===== config.mk =====
export PLATFORM = sky130hd
export DESIGN_NAME = univ_shift_reg
export DESIGN_NICKNAME = d
export VERILOG_FILES = /design/src/rtl/usr_pkg.sv /design/src/rtl/usr_next_val.sv /design/src/rtl/univ_shift_reg.sv
export SDC_FILE = /design/constraint.sdc
export NUM_CORES = 1
export LEC_CHECK = 0
export ABC_AREA = 1
export BUFFER_PORTS_ARGS = -buffer_cell sky130_fd_sc_hd__buf_2
export CAP_MARGIN = 20
export CORE_MARGIN = 2
export CORE_UTILIZATION = 54
export CTS_CLUSTER_DIAMETER = 150
export CTS_CLUSTER_SIZE = 16
export DETAILED_ROUTE_END_ITERATION = 8
export PLACE_DENSITY = 0.84
export SKIP_LAST_GASP = 1
export SYNTH_ARGS = -nofsm -noshare
export SYNTH_HDL_FRONTEND = slang
export SYNTH_HIERARCHICAL = 1
export SYNTH_SLANG_ARGS = --single-unit

===== constraint.sdc =====
create_clock -name i_clk -period 4.2 [get_ports i_clk]
set_clock_uncertainty 0.2 [all_clocks]
set_input_delay 0.84 -clock i_clk [delete_from_list [all_inputs] [get_ports i_clk]]
set_output_delay 0.84 -clock i_clk [all_outputs]
set_load 0.005 [all_outputs]

===== src/rtl/usr_pkg.sv =====
// Shared types for the universal shift register: operating modes,
// sequencer states and the raw 3-bit mode encodings used when driving i_mode.
package usr_pkg;

    typedef enum logic [2:0] {
        MODE_HOLD = 3'd0,
        MODE_LOAD = 3'd1,
        MODE_SHL  = 3'd2,
        MODE_SHR  = 3'd3,
        MODE_ROL  = 3'd4,
        MODE_ROR  = 3'd5,
        MODE_SHLN = 3'd6,
        MODE_RSVD = 3'd7
    } mode_e;

    typedef enum logic {
        ST_IDLE     = 1'b0,
        ST_SHIFTING = 1'b1
    } state_e;

    localparam logic [2:0] MODE_ENC_HOLD = 3'd0;
    localparam logic [2:0] MODE_ENC_LOAD = 3'd1;
    localparam logic [2:0] MODE_ENC_SHL  = 3'd2;
    localparam logic [2:0] MODE_ENC_SHR  = 3'd3;
    localparam logic [2:0] MODE_ENC_ROL  = 3'd4;
    localparam logic [2:0] MODE_ENC_ROR  = 3'd5;
    localparam logic [2:0] MODE_ENC_SHLN = 3'd6;
    localparam logic [2:0] MODE_ENC_RSVD = 3'd7;

endpackage


===== src/rtl/usr_next_val.sv =====
// Combinational next-value datapath for the universal shift register.
// The caller resolves enable, sequencing and clear; this block only applies
// the effective single-step operation to the current contents.
module usr_next_val
    import usr_pkg::*;
#(
    parameter int WIDTH = 8
) (
    input  logic [WIDTH-1:0] i_q,
    input  logic [WIDTH-1:0] i_d,
    input  logic             i_sin_l,
    input  logic             i_sin_r,
    input  mode_e            i_mode,
    output logic [WIDTH-1:0] o_q_next
);

    // Select the next register value for the effective mode; anything else holds.
    always_comb begin
        o_q_next = i_q;
        case (i_mode)
            MODE_LOAD: o_q_next = i_d;
            MODE_SHL:  o_q_next = {i_q[WIDTH-2:0], i_sin_l};
            MODE_SHR:  o_q_next = {i_sin_r, i_q[WIDTH-1:1]};
            MODE_ROL:  o_q_next = {i_q[WIDTH-2:0], i_q[WIDTH-1]};
            MODE_ROR:  o_q_next = {i_q[0], i_q[WIDTH-1:1]};
            default:   o_q_next = i_q;
        endcase
    end

endmodule


===== src/rtl/univ_shift_reg.sv =====
// WIDTH-bit universal register: hold, load, shift/rotate left/right and a
// multi-cycle shift-left-by-N sequence with busy/done handshake.
// Optional even-parity output enabled by defining UNIV_SHIFT_REG_PARITY_EN.
//
// state       | meaning
// ------------+-----------------------------------------------------------
// ST_IDLE     | accepting single-cycle ops; a SHLN start does its 1st shift
// ST_SHIFTING | SHLN in progress, one SHL per clock, En/Mode/D/Amt ignored
module univ_shift_reg
    import usr_pkg::*;
#(
    parameter int                 WIDTH     = 8,
    parameter logic [WIDTH-1:0]   RESET_VAL = '0,
    parameter int                 AMT_W     = 3
) (
    input  logic             i_clk,
    input  logic             i_reset_n,
    input  logic             i_en,
    input  logic             i_sclr,
    input  logic [2:0]       i_mode,
    input  logic [WIDTH-1:0] i_d,
    input  logic             i_sin_l,
    input  logic             i_sin_r,
    input  logic [AMT_W-1:0] i_amt,
    output logic [WIDTH-1:0] o_q,
    output logic [WIDTH-1:0] o_qbar,
    output logic             o_sout_l,
    output logic             o_sout_r,
    output logic             o_busy,
    output logic             o_done
`ifdef UNIV_SHIFT_REG_PARITY_EN
    ,
    output logic             o_par
`endif
);

    logic [WIDTH-1:0] r_q;
    state_e           r_state;
    logic [AMT_W-1:0] r_cnt;
    logic             r_done;

    state_e           w_state_next;
    logic [AMT_W-1:0] w_cnt_next;
    logic             w_done_next;
    mode_e            w_mode_eff;
    logic [WIDTH-1:0] w_q_step;
    logic [WIDTH-1:0] w_q_next;

    // r_cnt holds the shifts still to go after the current edge, so the start
    // edge stores Amt-1 and the sequence ends on the edge that sees r_cnt==1.
    always_comb begin
        w_state_next = r_state;
        w_cnt_next   = r_cnt;
        w_done_next  = 1'b0;
        w_mode_eff   = MODE_HOLD;
        if (i_sclr) begin
            w_state_next = ST_IDLE;
            w_cnt_next   = '0;
        end else begin
            case (r_state)
                ST_IDLE: begin
                    if (i_en) begin
                        case (mode_e'(i_mode))
                            MODE_LOAD, MODE_SHL, MODE_SHR, MODE_ROL, MODE_ROR:
                                w_mode_eff = mode_e'(i_mode);
                            MODE_SHLN: begin
                                if (i_amt != '0) begin
                                    w_mode_eff = MODE_SHL;
                                    w_cnt_next = i_amt - AMT_W'(1);
                                    if (i_amt == AMT_W'(1)) begin
                                        w_done_next = 1'b1;
                                    end else begin
                                        w_state_next = ST_SHIFTING;
                                    end
                                end
                            end
                            default: w_mode_eff = MODE_HOLD;
                        endcase
                    end
                end
                ST_SHIFTING: begin
                    w_mode_eff = MODE_SHL;
                    w_cnt_next = r_cnt - AMT_W'(1);
                    if (r_cnt == AMT_W'(1)) begin
                        w_done_next  = 1'b1;
                        w_state_next = ST_IDLE;
                    end
                end
                default: w_state_next = ST_IDLE;
            endcase
        end
    end

    usr_next_val #(
        .WIDTH (WIDTH)
    ) u_next_val (
        .i_q      (r_q),
        .i_d      (i_d),
        .i_sin_l  (i_sin_l),
        .i_sin_r  (i_sin_r),
        .i_mode   (w_mode_eff),
        .o_q_next (w_q_step)
    );

    assign w_q_next = i_sclr ? RESET_VAL : w_q_step;

    // Sequencer state, remaining count and done pulse.
    always_ff @(posedge i_clk or negedge i_reset_n) begin
        if (!i_reset_n) begin
            r_state <= ST_IDLE;
            r_cnt   <= '0;
            r_done  <= 1'b0;
        end else begin
            r_state <= w_state_next;
            r_cnt   <= w_cnt_next;
            r_done  <= w_done_next;
        end
    end

    // Register contents.
    always_ff @(posedge i_clk or negedge i_reset_n) begin
        if (!i_reset_n) begin
            r_q <= RESET_VAL;
        end else begin
            r_q <= w_q_next;
        end
    end

`ifdef UNIV_SHIFT_REG_PARITY_EN
    logic r_par;

    // Parity is computed from the next value so it never lags Q.
    always_ff @(posedge i_clk or negedge i_reset_n) begin
        if (!i_reset_n) begin
            r_par <= ^RESET_VAL;
        end else begin
            r_par <= ^w_q_next;
        end
    end

    assign o_par = r_par;
`endif

    assign o_q      = r_q;
    assign o_qbar   = ~r_q;
    assign o_sout_l = r_q[WIDTH-1];
    assign o_sout_r = r_q[0];
    assign o_busy   = (r_state == ST_SHIFTING);
    assign o_done   = r_done;

endmodule

# Word level (Yosys, flattened, before mapping)
# Cells that the tools add are included.
# Widths: inputs -> output; s select.
# op_classes
add_sub_neg,2
n_mul,0
div_mod_pow,0
n_lt_le_gt_ge,0
n_eq_ne,16
shifts,0
n_mux,26
bitwise_logic,2
n_reduce_logical,4
# op_table
op,n
$pmux 8 s5,1
$mux 3,6
$pmux 3 s2,3
$eq 3x3->1 const B,5
$eq 3x1->1 const B,4
$eq 3x2->1 const B,4
$mux 1,12
$mux 8,1
$not 8->8,1
$ne 3x3->1 const B,2
$reduce_bool 6->1,1
$sub 3x1->3 const B,2
$reduce_or 5->1,1
$pmux 1 s2,2
$ne 3x2->1 const B,1
$reduce_and 3->1,1
$reduce_bool 3->1,1
$mux 2,1
$not 1->1,1
# totals
regBits,13
latchBits,0
mem_bits_rw,0
romBits,0
word_cells,54
mem_count,0

# Depth between registers and ports, before layout
# logic_depth
depth_word,9
depth_mapped,15
mapped_depth_nobuf,15

# Hierarchy
# Netlist, hierarchy kept.
# by_module_without_submodules
mod,instances,cells_each,area_each_um2,seq_area_each_um2
univ_shift_reg,1,100,758.2,325.3
usr_next_val,1,96,485.5,0.0

# Worst setup path before layout
# Ideal clock, no wire load.
# synth_timing
kind,input port to flip-flop
from,in i_amt[0]
to,reg r_q[0] (netlist: o_q[0])
arrival_time_ns,2.203
required_time_ns,3.929
slack_ns,1.726
cell_stages,15
path_cell_list,inv_1 ha_1 nand2_2 nand2_1 nand2_1 nand3_1 a21oi_1 inv_1 nand2_1 nand2_1 nor2_4 nand2_1 nand3_1 inv_1 nor2_1
# synth_between
elab_chain_cells,9
# synth_rtl
item,line,source
start: declaration,univ_shift_reg.sv:24,"input logic [AMT_W-1:0] i_amt,"
$reduce_bool 3->1 *,univ_shift_reg.sv:67,if (i_amt != '0) begin
$mux 2 *,univ_shift_reg.sv:67,
$pmux 3 s2 *,univ_shift_reg.sv:63,case (mode_e'(i_mode))
$mux 3 *,univ_shift_reg.sv:62,if (i_en) begin
$pmux 3 s2 *,univ_shift_reg.sv:60,case (r_state)
$mux 3 *,univ_shift_reg.sv:56,if (i_sclr) begin
named net w_mode_eff[1],univ_shift_reg.sv:45,mode_e w_mode_eff;
$eq 3x3->1 (tied with other cells),usr_next_val.sv:20,case (i_mode)
$pmux 8 s5 *,usr_next_val.sv:20,
named net w_q_step[0],univ_shift_reg.sv:46,logic [WIDTH-1:0] w_q_step;
$mux 8 *,univ_shift_reg.sv:105,assign w_q_next = i_sclr ? RESET_VAL : w_q_step;
named net w_q_next[0],univ_shift_reg.sv:47,logic [WIDTH-1:0] w_q_next;
end signal: assignment,univ_shift_reg.sv:125,r_q <= w_q_next;
end: declaration,univ_shift_reg.sv:37,logic [WIDTH-1:0] r_q;
# Mark *: on every way through the listed nets, which the timed path passes. The rest lies on a longest branch.
# A chain may end at the register's enable or synchronous reset.

# Final worst setup path
# layout_timing
from,in i_amt[0]
to,reg r_q[4] (netlist: o_q[4])
# The elaborated chain is that of the path after synthesis.

==> metrics <==
Port Buffers 39; most common cell in the netlist nand2_1; setup TNS 0 ps; Area contributors post-synth dfrtp_1 26%, nand2_1 17%, nand4_1 12%; switching part of the total 33.5%; Worst Setup Start Kind input port; Highest Clock Rate 345 MHz; worst rel slew slack 62.5%; cts repair resizes 0; Syn Inst Count approximately 200; first-pass GRT wire length 5080 um; Gate power share 26.0%; CTS Buf Count 3; Peak VDD IR 170 uV; Worst-path clk slew 80 ps; CP peak stage delay 460 ps; worst path required time 4210 ps; Power Density roughly 200 nW/um^2; Final Core Density 66.7%; total gr overflow 0; Layout Area Growth over Synthesis 17.5%; Post-Place Cells 256; Post-synth EDFFs 0; Cell Rows 17; Antenna Diode Count 0; pre-CTS setup slack 1030 ps; vias in the first global route ~1,200; endpoint class of the critical path register; post-route minimum period 2900 ps; Lkg Pwr between 0.7 and 0.8 nW; largest net degree at the start of global routing 20; post-route insts no fill 260; cell chain of the critical path buf_2, inv_1, ha_1, nand2_2, nand2_1, nand2_1, nand3_1, a21oi_1, inv_1, nand2_1, nand2_1, nor2_4, nand2_1, nand3_1, inv_1, nor2_1; Final GP Congestion 0.927; Post-Syn Nets 221; status complete, no violations; WS Path Type input port to register; initial core utilization between 50% and 60%; H-tree lvl count 1; Slew @ Worst Pin 563 ps; Post-synth top cells 56 x nand2_1, 24 x inv_1, 24 x nand4_1, 23 x nand3_1, 20 x nor2_1; Synth cell types 23; Seq/Total Area, Yosys roughly a quarter; Routed Antenna Nets 0; clock buffer depth 2; cell area after synthesis roughly 1200 um^2; Die Y 52.0 um; Synth async-reset ratio 100%; critical path's most frequent cell nand2_1; CTS root buffer clkbuf_4; Initial DRT Pass Iterations 4; Hold Vio Cnt, Final 0; endpoints failing setup 0; Int Pwr 0.197 mW; fin nets 258; routed vias/inst between 5 and 6; drt first-iter violations 38; clk_lat worst skew 280 ps; vias after detailed routing 1,391; hold crit path type input port to asynchronous set/reset pin; num ports 40; share of cells above drive strength 1 25.9%; CTS tree done; register bit count reported by yosys 13; prevailing post-synth register cell dfrtp_1; Clock power frac 27.0%; max_cap viols 0; core box area between 2000 and 2500 um^2; die width slightly above 50 um; Flop pwr share 47.0%; post-synth top area share 26.2%; CP max FO 9; die area 2700 um^2; RSZ-0062 raised after global routing no; postcts setup bufs 0; Post-CTS Hold Buffers 0; total track usage 24.8%; CTS sink cnt 13; initial antenna violation count 0; Psw approximately 0.10 mW; Yosys Warn Count 6; CP max stage cell a21oi_1; syn avg cell area 6.35 um^2; data arrival time of the worst path a little under 3000 ps; total detailed-routing wirelength a little over 3000 um; Routed wire per std cell 11.7 um; DRC viols 0; HPWL after DPL between 2000 and 2500 um; cell taking the most area after synthesis dfrtp_1; total power between 0.2 and 0.3 mW; final critical-path share of the clock period 69.0%; max-slew violation count 0; setup ws final about 1300 ps
## final cells by class
type                       count  area [um^2]
clock buffer                   4         26.3
fill                         215          729
inverter                      30          116
multi-input combinational    143          741
sequential                    13          325
tap                           28         35.0
timing repair buffer          42          218
## kinds of logic (layout without fill, tap and decap cells)
group,Yosys count,count (layout),share of synthesized area [%]
AOI/OAI and AO/OA,6,6,2.52
adders and majority gates,5,5,5.03
buffers and inverters,40,76,14.7
DFF,13,13,26.2
and+or+nand+nor,132,132,51.6
## worst paths after layout
kind	end	start	cells past startpoint	slack [ps]
worst max-delay path	o_q[4]$_DFF_PN0_	i_amt[0]	16	1300
max in group asynchronous	o_q[5]$_DFF_PN0_	i_reset_n	1	3330
worst min-delay path	r_cnt[2]$_DFFE_PN0P_	i_reset_n	1	240
worst max register to register	o_q[4]$_DFF_PN0_	o_busy$_DFF_PN0_	11	1840
worst min register to register	r_cnt[1]$_DFFE_PN0P_	r_cnt[1]$_DFFE_PN0P_	2	320
min in group i_clk	r_cnt[1]$_DFFE_PN0P_	r_cnt[1]$_DFFE_PN0P_	2	320
## power by group through the flow
| stage | Sequential [mW] | Combinational [mW] | Clock, mW |
|---|---|---|---|
| global placement | 0.142 | 0.0755 | 0 |
| global route | 0.140 | 0.0880 | 0.0912 |
| detailed placement | 0.142 | 0.0775 | 0 |
| finish | 0.139 | 0.0771 | 0.0802 |
| floorplan | 0.140 | 0.0509 | 0 |
| CTS | 0.139 | 0.0777 | 0.0829 |
## routing by layer
metal	routed length [um]	share of wire, %	GRT usage [%]	vias up
met3	206	6.8	5.17	7
li1	-	-	-	716
met5	0	0	0	-
met2	1590	52	46.0	52
met4	33	1.1	5.26	0
met1	1200	40	28.9	616
## cell usage in the layout, fill, tap and decap left out, types with 2 or more instances in the layout
master / netlist / routed
dfrtp_1: 13 / 13
nand4_1: 24 / 24
inv_1: 24 / 24
inv_2: 4 / 4
clkbuf_4: 0 / 3
nor2_1: 20 / 20
buf_2: 5 / 39
nand2_2: 2 / 2
a21oi_1: 4 / 4
buf_4: 4 / 3
nand2_1: 56 / 56
nand3_1: 23 / 23
nor2_2: 2 / 2
ha_1: 5 / 5
## through the flow
step,instance area [um^2],hold slack (ps)
after floorplan,1240,276
after global placement,1440,309
after CTS,1460,242
after detailed placement,1440,312
after global routing,1460,242
final,1460,236
## worst max-delay path: cells and delay by family
kind,cells,cell delay (ps)
buf+inv,4,480
fa+ha+maj,1,200
compound gates,1,460
simple gates,10,940
## flip-flops by register name (all words and copies together) (netlist names)
register,cells
o_q,8
r_cnt,3
o_busy,1
o_done,1
No activity file was read; power rests on OpenSTA's default activity.
